--- src/rtl/imem_loader.sv ---
// Program-mode loader: assembles host bytes into 16-bit words, writes them to imem
// from address 0 and holds the CPU in reset until the load finishes.
module imem_loader #(
    parameter int INSTR_WIDTH = 16,
    parameter int ADDR_WIDTH  = 8
) (
    input  logic                   clk,
    input  logic                   reset,
    input  logic                   program_mode,
    input  logic [7:0]             in_data,
    input  logic                   in_valid,
    output logic                   in_ready,
    output logic                   imem_write,
    output logic [ADDR_WIDTH-1:0]  imem_addr,
    output logic [INSTR_WIDTH-1:0] imem_wdata,
    output logic                   cpu_reset,
    output logic                   busy,
    output logic [ADDR_WIDTH:0]    word_count,
    output logic                   overflow
);

    typedef enum logic [2:0] {
        S_IDLE,
        S_HI_BYTE,
        S_LO_BYTE,
        S_WRITE,
        S_FULL,
        S_RELEASE
    } state_t;

    localparam logic [ADDR_WIDTH-1:0] ADDR_LAST = '1;
    localparam logic [ADDR_WIDTH:0]   COUNT_MAX = {1'b1, {ADDR_WIDTH{1'b0}}};

    state_t                   state_q, state_d;
    logic [7:0]               hi_q, hi_d;
    logic [ADDR_WIDTH-1:0]    addr_q, addr_d;
    logic [INSTR_WIDTH-1:0]   wdata_q, wdata_d;
    logic [ADDR_WIDTH:0]      count_q, count_d;
    logic                     ovf_q, ovf_d;
    logic                     rdy_q, rdy_d;
    logic                     wr_q, wr_d;
    logic                     busy_q, busy_d;
    logic                     cpu_rst_q, cpu_rst_d;
    logic                     accept;

    // Ready is gated by program_mode so no byte is taken in the cycle the mode drops.
    assign in_ready = rdy_q & program_mode;
    assign accept   = in_valid & in_ready;

    always_comb begin
        state_d = state_q;
        hi_d    = hi_q;
        addr_d  = addr_q;
        wdata_d = wdata_q;
        count_d = count_q;
        ovf_d   = ovf_q;
        case (state_q)
            S_IDLE: begin
                if (program_mode) begin
                    state_d = S_HI_BYTE;
                    addr_d  = '0;
                    count_d = '0;
                    ovf_d   = 1'b0;
                end
            end
            S_HI_BYTE: begin
                if (!program_mode) begin
                    state_d = S_RELEASE;
                end else if (accept) begin
                    hi_d    = in_data;
                    state_d = S_LO_BYTE;
                end
            end
            S_LO_BYTE: begin
                if (!program_mode) begin
                    state_d = S_RELEASE;
                end else if (accept) begin
                    wdata_d = {hi_q, in_data};
                    state_d = S_WRITE;
                end
            end
            S_WRITE: begin
                if (count_q != COUNT_MAX) begin
                    count_d = count_q + 1'b1;
                end
                if (addr_q == ADDR_LAST) begin
                    state_d = program_mode ? S_FULL : S_RELEASE;
                end else begin
                    addr_d  = addr_q + 1'b1;
                    state_d = program_mode ? S_HI_BYTE : S_RELEASE;
                end
            end
            S_FULL: begin
                if (!program_mode) begin
                    state_d = S_RELEASE;
                end else if (accept) begin
                    ovf_d = 1'b1;
                end
            end
            S_RELEASE: begin
                state_d = S_IDLE;
            end
            default: begin
                state_d = S_IDLE;
            end
        endcase

        // Output flags are registered copies decoded from the next state.
        rdy_d     = (state_d == S_HI_BYTE) || (state_d == S_LO_BYTE) || (state_d == S_FULL);
        wr_d      = (state_d == S_WRITE);
        busy_d    = (state_d != S_IDLE);
        cpu_rst_d = (state_d != S_IDLE);
    end

    always_ff @(posedge clk) begin
        if (reset) begin
            state_q   <= S_IDLE;
            hi_q      <= '0;
            addr_q    <= '0;
            wdata_q   <= '0;
            count_q   <= '0;
            ovf_q     <= 1'b0;
            rdy_q     <= 1'b0;
            wr_q      <= 1'b0;
            busy_q    <= 1'b0;
            cpu_rst_q <= 1'b0;
        end else begin
            state_q   <= state_d;
            hi_q      <= hi_d;
            addr_q    <= addr_d;
            wdata_q   <= wdata_d;
            count_q   <= count_d;
            ovf_q     <= ovf_d;
            rdy_q     <= rdy_d;
            wr_q      <= wr_d;
            busy_q    <= busy_d;
            cpu_rst_q <= cpu_rst_d;
        end
    end

    assign imem_write = wr_q;
    assign imem_addr  = addr_q;
    assign imem_wdata = wdata_q;
    assign cpu_reset  = cpu_rst_q;
    assign busy       = busy_q;
    assign word_count = count_q;
    assign overflow   = ovf_q;

endmodule

--- config.mk ---
export PLATFORM = sky130hd
export DESIGN_NAME = imem_loader
export DESIGN_NICKNAME = d
export VERILOG_FILES = /design/src/rtl/imem_loader.sv
export SDC_FILE = /design/constraint.sdc
export NUM_CORES = 1
export LEC_CHECK = 0
export CAP_MARGIN = 20
export CORE_ASPECT_RATIO = 0.75
export CORE_MARGIN = 4
export CORE_UTILIZATION = 49
export CTS_CLUSTER_DIAMETER = 200
export DETAILED_ROUTE_END_ITERATION = 8
export MAX_ROUTING_LAYER = met4
export PLACE_DENSITY_LB_ADDON = 0.12
export SLEW_MARGIN = 20
export SYNTH_ARGS = -nofsm -noshare
export SYNTH_HDL_FRONTEND = slang
export SYNTH_SLANG_ARGS = --single-unit
--- constraint.sdc ---
create_clock -name clk -period 1.7 [get_ports clk]
set_input_delay 0.17 -clock clk [delete_from_list [all_inputs] [get_ports clk]]
set_output_delay 0.17 -clock clk [all_outputs]
set_load 0.01 [all_outputs]
## Word-level counts from Yosys, hierarchy flattened

Index checks and enable logic that the tools add are counted.

- Register bits after elaboration: 48
- Output and inout bits: 38
- Word-level logic and storage cells: 59

- $add $sub $neg: 2
- Eq/ne operators: 15
- Muxes and demuxes: 20
- Bitwise gates (word level): 2
- Reduce and logical (&&, ||, !) cells: 11

Operators by type and width:

| kind | number |
|---|---|
| two-way mux 3 bit | 8 |
| two-way mux 9 bit | 2 |
| one-hot mux 9 bit (2 select lines) | 1 |
| two-way mux 8 bit | 2 |
| one-hot mux 8 bit (2 select lines) | 1 |
| one-hot mux 3 bit (5 select lines) | 1 |
| equality test 3 x 2 -> 1 bit, second input constant | 4 |
| AND reduction 3 bit | 4 |
| != test 2 bit, second input constant | 5 |
| adder 9 x 1 -> 9 bit, second input constant | 1 |
| != test 9 bit, second input constant | 1 |
| adder 8 x 1 -> 8 bit, second input constant | 1 |
| equality test 8 bit, second input constant | 1 |
| equality test 3 x 1 -> 1 bit, second input constant | 2 |
| equality test 3 bit, second input constant | 2 |
| two-way mux 1 bit | 4 |
| AND reduction 4 bit | 1 |
| nonzero test 2 bit | 2 |
| logical NOT 3 bit | 1 |
| nonzero test 3 bit | 1 |
| AND 1 bit | 2 |
| logical OR 1 bit | 2 |
| one-hot mux 1 bit (2 select lines) | 1 |

## Logic depth before layout (Yosys ltp)

Gate-level depths: netlist of run 1.

- Word-level depth: 8
- Mapped depth: 7
- Mapped depth without buffers: 6

## Least setup slack after synthesis of run 1

Ideal clock, no wire load.

- Path type: reg2reg
- Start point: register state_q[0]
- End point: register count_q[8] (netlist: word_count[8])
- Setup time: 0.118 ns
- Arrival: 1.438 ns
- Data required time: 1.582 ns
- Setup slack: 0.145 ns
- Cell stages (with the launch flop): 6
- Buffers on the path: 1
- Cell sequence: dfxtp_1 -> buf_6 -> or3b_4 -> a2111oi_2 -> xnor2_1 -> nor2_2

- Cells in the longest elaborated chain, start to end: 3
- Elaborated cells on any way between the ends: 7
- Classes of those cells: 3 x eq/ne; 1 x mux; 3 x reduce/logical

RTL lines:

| what | RTL line | RTL |
|---|---|---|
| start: declaration | 34 | `state_t state_q, state_d;` |
| start signal: assignment | 128 | `state_q <= state_d;` |
| equality test 3 x 2 -> 1 bit / logical NOT 3 bit (equally long branches) | 57 | `case (state_q)` |
| != test 2 bit (no source line) / nonzero test 2 bit (equally long branches) | n/a |  |
| AND reduction 3 bit (no source line) | n/a |  |
| end signal: assignment | 132 | `count_q <= count_d;` |
| end: declaration | 38 | `logic [ADDR_WIDTH:0] count_q, count_d;` |

Several ways; a longest one is shown, not always the timed one.
A chain may end at the register's enable or synchronous reset.

## Worst setup path after layout of run 1

- Start point: input program_mode
- End point: output in_ready

- Cells in the longest elaborated chain, start to end: 1

RTL lines:

| what | RTL line | RTL |
|---|---|---|
| start: declaration | 9 | `input logic program_mode,` |
| AND 1 bit | 47 | `assign in_ready = rdy_q & program_mode;` |
| end: declaration | 12 | `output logic in_ready,` |

No other way between the ends.

==> key figures, run 1 <==
Timing
  – Min Tclk post-route: between 1.5 and 2 ns
  – Slew Limit Fails: 0
  – Max-slew headroom: between 70% and 80%
  – Max Clk Rate: a little over 600 MHz
  – Setup Skew: roughly 0.0055 ns
  – Final period utilization: ~95%
  – RSZ-0062 raised after global routing: false
  – Hold Slack: about 0.44 ns
  – Finish-stage setup viols: 0
  – Final Hold Viols: 0
  – Worst Max-Slew Pin Slew: ~0.35 ns

Clock network
  – Worst-Skew Late Latency: 0.30 ns
  – Clock Tree Buf Depth: 2
  – TritonCTS Buffers: 5
  – Clock slew at reported path FFs: around 0.08 ns
  – Clock Sinks: between 40 and 50
  – H-tree depth: 2
  – Hold-fix buffers, CTS: 0
  – Root buffer cell: clkbuf_8
  – CTS tree: yes

Hold path
  – Hold_sp: in_data[3]
  – Hold crit path type: primary input to flop

Floorplanning
  – Die height: ~64 µm
  – Core area: ~0.0041 mm²
  – Initial Util: about half
  – Number of primary I/O pins: 50
  – Die area: roughly 0.0053 mm²
  – Row count: 20
  – Chip width: 83.1 µm

Logic synthesis
  – Post-Syn Area: between 0.002 and 0.0025 mm²
  – Number of synthesized register bits: 48
  – Syn. warnings: 0
  – Post-synth EDFFs: 0
  – Ys flop type: dfxtp_1
  – Syn_area_per_cell: just under 9 µm²
  – Asr flop ratio synth: 0%
  – Share of the yosys chip area belonging to registers: a little under half
  – Distinct cells, synth: 42
  – Synthesized Nets: between 200 and 300
  – Cells after Synth: about 240

Global routing
  – First-pass GRT wire length: 8110 µm
  – Vias in the first global route: between 1500 and 2000
  – Grt ovf: 0
  – Tot GR Track Use: 19.0%
  – Antenna violations before repair: 0
  – Largest net degree at the start of global routing: 18

Drt
  – Per-cell routed wire length: between 10 and 15 µm
  – DRC Markers: 0
  – Routed vias/inst: 5.23
  – Post-route ant nets: 0
  – Routed vias: 1830
  – Total iterations of the first detailed-routing run: 5
  – Total Routed Length: ~4600 µm
  – Detailed Route Iter0 Violations: 95

Pwr
  – Worst IR Drop VDD: 686 µV
  – Leak pwr: about 1.0 nW
  – Design Power: 2.01 mW
  – Pwr dens: between 700 and 800 mW/mm²

Critical path
  – WP data required: about 1.5 ns
  – Critical path data arrival time: ~1.5 ns
  – Crit-path max FO: 9
  – Crit Path Class: primary input to primary output
  – CP startpoint: program_mode
  – Worst setup SP type: primary input
  – Worst reg2reg startpoint: state_q[1]
  – Crit. End Element: primary output

Layout
  – Design area: 0.00279 mm²
  – Diode count: 0
  – Area grow syn2layout: 34.4%
  – Share of cells above drive strength 1: about an eighth
  – Layout Nets: between 300 and 400
  – Fillers: approximately 360
  – Final cell count without fillers: 350
  – Seq. cell area: roughly 960 µm²
  – Multi-input logic area: around 0.0010 mm²

Job
  – Max Cap Viol: 0

Place
  – Placed cell count: roughly 340
  – DP Area: 0.00268 mm²
  – Port Buf Inserts: between 40 and 50
  – Post-DP HPWL: ~3300 µm
  – GPL Wtd Cong: around 0.82

Status
  – Status: completed
final timing paths:
kind                   end  slack, ns  depth (start not counted)
min reg2reg  imem_wdata[8]       0.46                          2
max reg2reg  word_count[7]       0.13                          4
max               in_ready       0.08                          4
min          imem_wdata[3]       0.44                          3
worst max-delay path, cell delays in order:
cell and delay, ns:
clkdlybuf4s50_1 0.47, buf_4 0.16, and2_1 0.13, clkdlybuf4s50_1 0.52
flip-flops by register name, summed over array words and instances (netlist names):
signal      count
imem_wdata     16
word_count      9
hi_q            8
imem_addr       8
state_q         3
cpu_reset       1
imem_write      1
overflow        1
rdy_q           1
layout make-up:
cell class,count,share of cell area [%]
well taps,55,2.47
clock buffers,7,3.10
inverters,7,0.942
multi-input cells,166,36.2
repair buffers,66,22.6
flip-flops and latches,48,34.5
clock inverters,1,0.269
cells by family after synthesis:
group	share of synthesized area, %
adders and majority gates	1.81
muxes	3.86
DFF	46.3
buffers and inverters	5.31
and+or+nand+nor	21.6
xor gates and xnor gates	5.49
AOI/OAI and AO/OA	15.6
power breakdown:
part	total (mW)	internal, mW	leakage, nW	switching [mW]
clock	0.707	0.331	0.0445	0.376
sequential	1.14	1.13	0.388	0.00864
combinational	0.160	0.0767	0.572	0.0835
metal layers:
metal	global-route usage, %	wire, µm
met5	-	0
met4	6.73	78
met3	4.64	256
met2	28.0	2030
met1	25.5	2260
placed cells by master (no fill, tap or decap), types with 2 or more instances in the layout:
cell type / instances
nand2_1: 39
o21ai_0: 4
or3_1: 3
nor2_1: 23
o2111ai_1: 2
nor2_2: 4
clkdlybuf4s50_1: 49
a31oi_1: 2
and3_1: 5
mux2i_1: 8
buf_4: 16
clkbuf_8: 6
nand3_1: 4
nand4b_1: 2
o211ai_1: 3
a211oi_1: 4
dfxtp_1: 48
ha_1: 3
inv_1: 6
a2111oi_2: 4
xor2_1: 4
and2_1: 2
xnor2_1: 9
a21oi_1: 23
nand3b_1: 2
cell usage after synthesis, types with 3 or more instances:
cell	count	area, µm²
inv_1	6	22.5
ha_1	3	37.5
nand3_1	5	25.0
dfxtp_1	48	961
nor2_1	23	86.3
o21ai_0	4	20.0
mux2i_1	8	80.1
a21oi_1	23	115
clkbuf_1	7	26.3
nor2_2	4	25.0
nand2_1	39	146
and3_1	5	31.3
a211oi_1	4	30.0
a2111oi_2	4	60.1
xor2_1	4	35.0
xnor2_1	9	78.8
o211ai_1	3	22.5
or3_1	3	18.8
buf_2	4	20.0
stage by stage:
step	TNS [ns]	setup WS, ns	util, %
floorplan	0	0.145	-
global placement	-0.407	-0.104	65.8
detailed placement	-0.504	-0.132	65.8
CTS	0	0.0745	68.1
global route	0	0.0223	68.4
finish	0	0.0767	68.4
repair_timing:
| item | 4_1_cts | 5_1_grt |
|---|---|---|
| setup endpoints to repair | 0 | 3 |
| gates resized for setup | 0 | 1 |
| buffers inserted | 0 | 1 |
(Power assumes the default switching activity.)
==> inputs of run 2 (changes only) <==
--- a/config.mk
+++ b/config.mk
@@ -9,7 +9,7 @@
 export CORE_ASPECT_RATIO = 0.75
 export CORE_MARGIN = 4
 export CORE_UTILIZATION = 49
-export CTS_CLUSTER_DIAMETER = 200
+export CTS_CLUSTER_DIAMETER = 100
 export DETAILED_ROUTE_END_ITERATION = 8
 export MAX_ROUTING_LAYER = met4
 export PLACE_DENSITY_LB_ADDON = 0.12
@@ -17,3 +17,4 @@
 export SYNTH_ARGS = -nofsm -noshare
 export SYNTH_HDL_FRONTEND = slang
 export SYNTH_SLANG_ARGS = --single-unit
+export TNS_END_PERCENT = 5
==> results of run 2 <==
Same layout as run 1: the final DEF is identical, and so are final timing and power.
